<file path="config.mk">
export PLATFORM = sky130hd
export DESIGN_NAME = serial_add_ctrl_flat
export DESIGN_NICKNAME = d
export VERILOG_FILES = /design/src/rtl/serial_add_ctrl_pkg.sv /design/src/rtl/serial_add_ctrl_if.sv /design/src/rtl/serial_add_ctrl_bit_adder.sv /design/src/rtl/serial_add_ctrl.sv /design/src/flat_wrapper.sv
export SDC_FILE = /design/constraint.sdc
export NUM_CORES = 1
export LEC_CHECK = 0
export CORE_UTILIZATION = 40
export DETAILED_ROUTE_END_ITERATION = 6
export GPL_ROUTABILITY_DRIVEN = 1
export PLACE_DENSITY = 0.65
export SKIP_CTS_REPAIR_TIMING = 1
export SYNTH_ARGS = -nofsm -noshare
export SYNTH_HDL_FRONTEND = slang
export SYNTH_SLANG_ARGS = --single-unit
</file>
<file path="constraint.sdc">
create_clock -name clk -period 1.6 [get_ports clk]
set_clock_uncertainty 0.15 [all_clocks]
set_input_delay 0.4 -clock clk [delete_from_list [all_inputs] [get_ports clk]]
set_output_delay 0.4 -clock clk [all_outputs]
set_load 0.01 [all_outputs]
</file>
<file path="src/rtl/serial_add_ctrl_pkg.sv">
// Shared constants for the bit-serial adder controller.
//  STATE_W / ST_*   FSM state width and state encodings
//  DEF_WIDTH        default operand width
//  maj3()           carry-out of a full adder (majority of three)
package serial_add_pkg;

    localparam int unsigned STATE_W   = 2;
    localparam int unsigned DEF_WIDTH = 8;

    localparam logic [STATE_W-1:0] ST_IDLE  = 2'b00;
    localparam logic [STATE_W-1:0] ST_SHIFT = 2'b01;
    localparam logic [STATE_W-1:0] ST_DONE  = 2'b10;

    function automatic logic maj3(input logic x, input logic y, input logic z);
        return (x & y) | (x & z) | (y & z);
    endfunction

endpackage

</file>
<file path="src/rtl/serial_add_ctrl_if.sv">
// Request/result bundle between a parallel requester and the serial adder.
//  start, a, b, cin      requester -> adder (sampled on accept)
//  busy, done            adder status (done is a one-cycle pulse)
//  sum, cout, ovf        result registers, valid when done pulses
interface serial_add_ctrl_if
    import serial_add_pkg::*;
#(
    parameter int unsigned WIDTH = DEF_WIDTH
);
    logic             start;
    logic [WIDTH-1:0] a;
    logic [WIDTH-1:0] b;
    logic             cin;
    logic             busy;
    logic             done;
    logic [WIDTH-1:0] sum;
    logic             cout;
    logic             ovf;

    modport master (
        output start, a, b, cin,
        input  busy, done, sum, cout, ovf
    );

    modport slave (
        input  start, a, b, cin,
        output busy, done, sum, cout, ovf
    );
endinterface

</file>
<file path="src/rtl/serial_add_ctrl_bit_adder.sv">
// 1-bit full adder with a registered carry, stepped one bit per enabled clock.
//  clk, rst     clock, async active-high reset
//  clr          load carry with cin_load (start of an operation)
//  en           advance: carry <= majority(a, b, carry)
//  a, b         current operand bits
//  s            sum bit for the current a/b/carry (combinational)
//  c            carry state (carry into the current bit)
module serial_bit_adder
    import serial_add_pkg::*;
(
    input  logic clk,
    input  logic rst,
    input  logic clr,
    input  logic en,
    input  logic a,
    input  logic b,
    input  logic cin_load,
    output logic s,
    output logic c
);

    assign s = a ^ b ^ c;

    // Carry state: load on clear, otherwise ripple forward one bit per enable
    always_ff @(posedge clk or posedge rst) begin
        if (rst) begin
            c <= 1'b0;
        end else if (clr) begin
            c <= cin_load;
        end else if (en) begin
            c <= maj3(a, b, c);
        end
    end

endmodule

</file>
<file path="src/rtl/serial_add_ctrl.sv">
// Sequencer for a bit-serial add: accepts A/B/cin, shifts WIDTH bit pairs
// LSB-first through serial_bit_adder, then presents sum/cout/ovf with a done pulse.
//  clk, rst     clock, async active-high reset
//  bus (slave)  start/a/b/cin in; busy/done/sum/cout/ovf out
// busy and done are decoded straight from the state register.
module serial_add_ctrl
    import serial_add_pkg::*;
#(
    parameter int unsigned WIDTH = DEF_WIDTH
)
(
    input  logic             clk,
    input  logic             rst,
    serial_add_ctrl_if.slave bus
);

    localparam int unsigned CNT_W = (WIDTH > 1) ? $clog2(WIDTH) : 1;

    logic [STATE_W-1:0] state;
    logic [STATE_W-1:0] state_nxt;
    logic [WIDTH-1:0]   a_sr;
    logic [WIDTH-1:0]   b_sr;
    logic [WIDTH-1:0]   s_sr;
    logic [WIDTH-1:0]   sum_q;
    logic [CNT_W-1:0]   cnt;
    logic               cout_q;
    logic               ovf_q;
    logic               adder_clr;
    logic               adder_en;
    logic               bit_s;
    logic               carry;
    logic               last_bit;
    logic               carry_out;

    assign last_bit  = (cnt == CNT_W'(WIDTH - 1));
    assign carry_out = maj3(a_sr[0], b_sr[0], carry);

    serial_bit_adder u_bit_adder (
        .clk      (clk),
        .rst      (rst),
        .clr      (adder_clr),
        .en       (adder_en),
        .a        (a_sr[0]),
        .b        (b_sr[0]),
        .cin_load (bus.cin),
        .s        (bit_s),
        .c        (carry)
    );

    // State register
    always_ff @(posedge clk or posedge rst) begin
        if (rst) begin
            state <= ST_IDLE;
        end else begin
            state <= state_nxt;
        end
    end

    // Next-state and adder control
    always_comb begin
        state_nxt = state;
        adder_clr = 1'b0;
        adder_en  = 1'b0;
        case (state)
            ST_IDLE: begin
                if (bus.start) begin
                    adder_clr = 1'b1;
                    state_nxt = ST_SHIFT;
                end
            end
            ST_SHIFT: begin
                adder_en = 1'b1;
                if (last_bit) begin
                    state_nxt = ST_DONE;
                end
            end
            ST_DONE: begin
                state_nxt = ST_IDLE;
            end
            default: begin
                state_nxt = ST_IDLE;
            end
        endcase
    end

    // Operand/sum shift registers, bit counter and result registers.
    // On the last bit the carry register still holds the carry into the MSB,
    // so ovf is that carry XOR the carry leaving the MSB.
    always_ff @(posedge clk or posedge rst) begin
        if (rst) begin
            a_sr   <= '0;
            b_sr   <= '0;
            s_sr   <= '0;
            cnt    <= '0;
            sum_q  <= '0;
            cout_q <= 1'b0;
            ovf_q  <= 1'b0;
        end else if (adder_clr) begin
            a_sr <= bus.a;
            b_sr <= bus.b;
            cnt  <= '0;
        end else if (adder_en) begin
            a_sr <= a_sr >> 1;
            b_sr <= b_sr >> 1;
            s_sr <= {bit_s, s_sr[WIDTH-1:1]};
            cnt  <= cnt + CNT_W'(1);
            if (last_bit) begin
                sum_q  <= {bit_s, s_sr[WIDTH-1:1]};
                cout_q <= carry_out;
                ovf_q  <= carry ^ carry_out;
            end
        end
    end

    assign bus.busy = (state != ST_IDLE);
    assign bus.done = (state == ST_DONE);
    assign bus.sum  = sum_q;
    assign bus.cout = cout_q;
    assign bus.ovf  = ovf_q;

endmodule

</file>
<file path="src/flat_wrapper.sv">
// flat-port wrapper written by rule: the top's interface ports become plain ports
module serial_add_ctrl_flat import serial_add_pkg::*;
#(
    parameter int unsigned WIDTH = DEF_WIDTH
)
  (clk, rst, bus_start, bus_a, bus_b, bus_cin, bus_busy, bus_done, bus_sum, bus_cout, bus_ovf);
  serial_add_ctrl_if #(.WIDTH(WIDTH)) bus_i ();
  input  logic clk;
  input  logic rst;
  input wire logic [$bits(bus_i.start)-1:0] bus_start;
  input wire logic [$bits(bus_i.a)-1:0] bus_a;
  input wire logic [$bits(bus_i.b)-1:0] bus_b;
  input wire logic [$bits(bus_i.cin)-1:0] bus_cin;
  output wire logic [$bits(bus_i.busy)-1:0] bus_busy;
  output wire logic [$bits(bus_i.done)-1:0] bus_done;
  output wire logic [$bits(bus_i.sum)-1:0] bus_sum;
  output wire logic [$bits(bus_i.cout)-1:0] bus_cout;
  output wire logic [$bits(bus_i.ovf)-1:0] bus_ovf;
  assign bus_i.start = bus_start;
  assign bus_i.a = bus_a;
  assign bus_i.b = bus_b;
  assign bus_i.cin = bus_cin;
  assign bus_busy = bus_i.busy;
  assign bus_done = bus_i.done;
  assign bus_sum = bus_i.sum;
  assign bus_cout = bus_i.cout;
  assign bus_ovf = bus_i.ovf;
  serial_add_ctrl #(.WIDTH(WIDTH)) u_core (.clk(clk), .rst(rst), .bus(bus_i));
endmodule
</file>
==> metrics <==
run status complete, but fails checks; violated checks negative setup slack; n_diodes 0; Slew HR 79.5%; final hold vios 0; R2R Setup Slk -100 ps; DRT iter0 DRCs 91; wire per inst 14.8 µm; Clk network pwr share 18.7%; CTS sink count 39; antenna violations before repair 0; Most used DFF post-synth dfrtp_1; PortBufs 31; P_int 3070 µW; EDFF count, synth 0; Net count, final 215; final setup margin -180 ps; # rows 23; maxcap violations 0; synthesized instance count 144; Final min period 1780 ps; main area contributors after synthesis dfrtp_1 (57%), o22ai_1 (7.2%), mux2_4 (6.1%); Worst Path Required 1050 ps; vias after detailed routing 1,285; switching power 1440 µW; Ports 32; vias in the first global route 1,222; Num CTS Buffers 5; Pre-antenna DRT Iters 4; drt drc 0; Syn-to-layout area delta 38.7%; Reg power frac 39.3%; cell area after synthesis 1730 µm²; CP endpoint kind output port; Setup TNS Final -1020 ps; H-tree Lvls 2; Mean Syn Cell Area 12.0 µm²; Die Y 67.7 µm; CP arrival 1230 ps; commonest cells in the netlist dfrtp_1 (39), o22ai_1 (20), a21oi_1 (14); CTS clk-pin slew, worst paths 80 ps; final setup vio count 10; DP Wirelength 2390 µm; routability-driven placement congestion ratio 0.863; top fanout value on the critical path 3; Worst R2R End u_core.bus.sum[5]; Final Max Slew Viols 0; Synth Warn # 0; die footprint 4580 µm²; Max IR drop VDD 0.799 mV; layout cells sized above 1 21.8%; drt total wl 3600 µm; FMAX 562 MHz; combinational power share 42.0%; largest net degree at the start of global routing 40; CTS tree yes; CP Class reg -> out; flops & latches, synth 39; Syn Nets 167; Fill cells 338; Sw Ratio 31.8%; worst r2r src u_core.cnt[1]; CTS Buffer Depth 2; Synth cell types 28; Initial Utilization 42.3%; ys async rst share 100%; Root Buffer clkbuf_8; slew of the pin with the lowest slew margin 307 ps; Horiz. Die Dim 67.7 µm; power per cell area 1880 nW/µm²; Reg2Reg Depth 5; Pleak 0.00116 µW; setup repair after global routing missed its margin yes; CP Launch Type flop; Final period util 111%; count leader, synth dfrtp_1; hold crit path type in -> async; vias per std cell 5.29; post-synth top area share 56.5%; core area 4090 µm²; hold_ws 318 ps; Final ANT Viol Nets 0; register area share after synthesis 56.5%; first-pass GRT wire length 5490 µm; GR Util All Layers 16.3%; worst-skew pair later-pin latency 290 ps; post-synth top area cell dfrtp_1; GRT Residual Overflow 0
==> flip-flops by register name, summed over array words and instances, names as in the netlist <==
signal                count
u_core.a_sr               8
u_core.cnt                3
u_core.state              2
u_core.u_bit_adder.c      1
u_core.s_sr               7
u_core.bus.ovf            1
u_core.bus.cout           1
u_core.b_sr               8
u_core.bus.sum            8
==> per-layer routing <==
metal / track usage, % / vias to the layer above / part of all wire (%)
met5: 0 / - / 0
met4: 3.99 / 0 / 0.50
met3: 5.07 / 2 / 3.7
met2: 27.1 / 29 / 50
met1: 20.5 / 635 / 46
li1: - / 619 / -
==> placed cells by master, fill, tap and decap left out <==
cell type / instances
a211oi_1: 2
a21oi_1: 14
a22o_1: 2
buf_12: 2
buf_4: 15
buf_6: 2
bufinv_16: 1
clkbuf_16: 1
clkbuf_2: 2
clkbuf_8: 6
clkdlybuf4s50_1: 18
clkinv_2: 1
dfrtp_1: 39
dlymetal6s2s_1: 11
fa_1: 1
ha_2: 1
ha_4: 1
inv_1: 7
mux2_1: 7
mux2_4: 9
nand2_1: 4
nand2b_1: 2
nand3b_1: 1
nor2_1: 4
nor2b_1: 1
nor3_1: 2
nor3b_1: 5
o21ai_0: 5
o21ai_1: 1
o21bai_1: 1
o22a_1: 3
o22ai_1: 20
or2_2: 1
xnor2_1: 1
==> power by group through the flow <==
stage	logic (µW)	registers, µW	clock network (µW)
floorplan	1120	1780	0
global placement	1740	1760	0
detailed placement	1820	1790	0
CTS	1820	1770	858
global route	2100	1840	905
finish	1890	1770	845
==> worst max-delay path by stage <==
stage / slack, ps / cells past startpoint / end / start
6_report: -180 / 3 / bus_busy / u_core.state[1]
5_1_grt: -240 / 3 / bus_busy / u_core.state[1]
4_1_cts: -480 / 2 / bus_busy / u_core.state[0]
3_5_place_dp: -250 / 5 / u_core.a_sr[1] / bus_start
3_3_place_gp: -150 / 5 / u_core.a_sr[1] / bus_start
2_1_floorplan: 20 / 5 / u_core.bus.sum[0] / u_core.cnt[0]
==> cell type report <==
type                       count  area [µm²]  share of cell area, %
sequential                    39         976                   40.8
multi-input combinational     88         684                   28.6
timing repair buffer          51         528                   22.0
clock buffer                   6        82.6                   3.45
tap                           50        62.6                   2.61
clock inverter                 2        35.0                   1.46
inverter                       7        26.3                   1.10
==> through the flow <==
step	total power (µW)	utilization (%)	std cells	cell area, µm²	setup slack [ps]
2_1_floorplan	2890	-	144	1730	15.2
3_3_place_gp	3500	53.3	230	2180	-150
5_1_grt	4840	58.6	243	2390	-236
4_1_cts	4450	56.2	238	2300	-475
3_5_place_dp	3600	53.3	230	2180	-246
6_report	4510	58.6	243	2390	-180
==> kinds of logic (layout without fill, tap and decap cells) <==
kind of cell | count (synthesis) | after routing | synth area share [%]
compound gates | 48 | 48 | 16.9
xor+xnor | 1 | 1 | 0.507
fa+ha+maj | 3 | 3 | 2.61
buf+inv | 17 | 66 | 5.15
flops | 39 | 39 | 56.5
mux | 16 | 16 | 12.0
simple gates | 20 | 20 | 6.38
==> critical path: stages, from the launching register on <==
cell and delay, ps:
dfrtp_1 400, buf_6 130, or2_2 290, clkbuf_2 130
No activity file was read; power rests on OpenSTA's default activity.
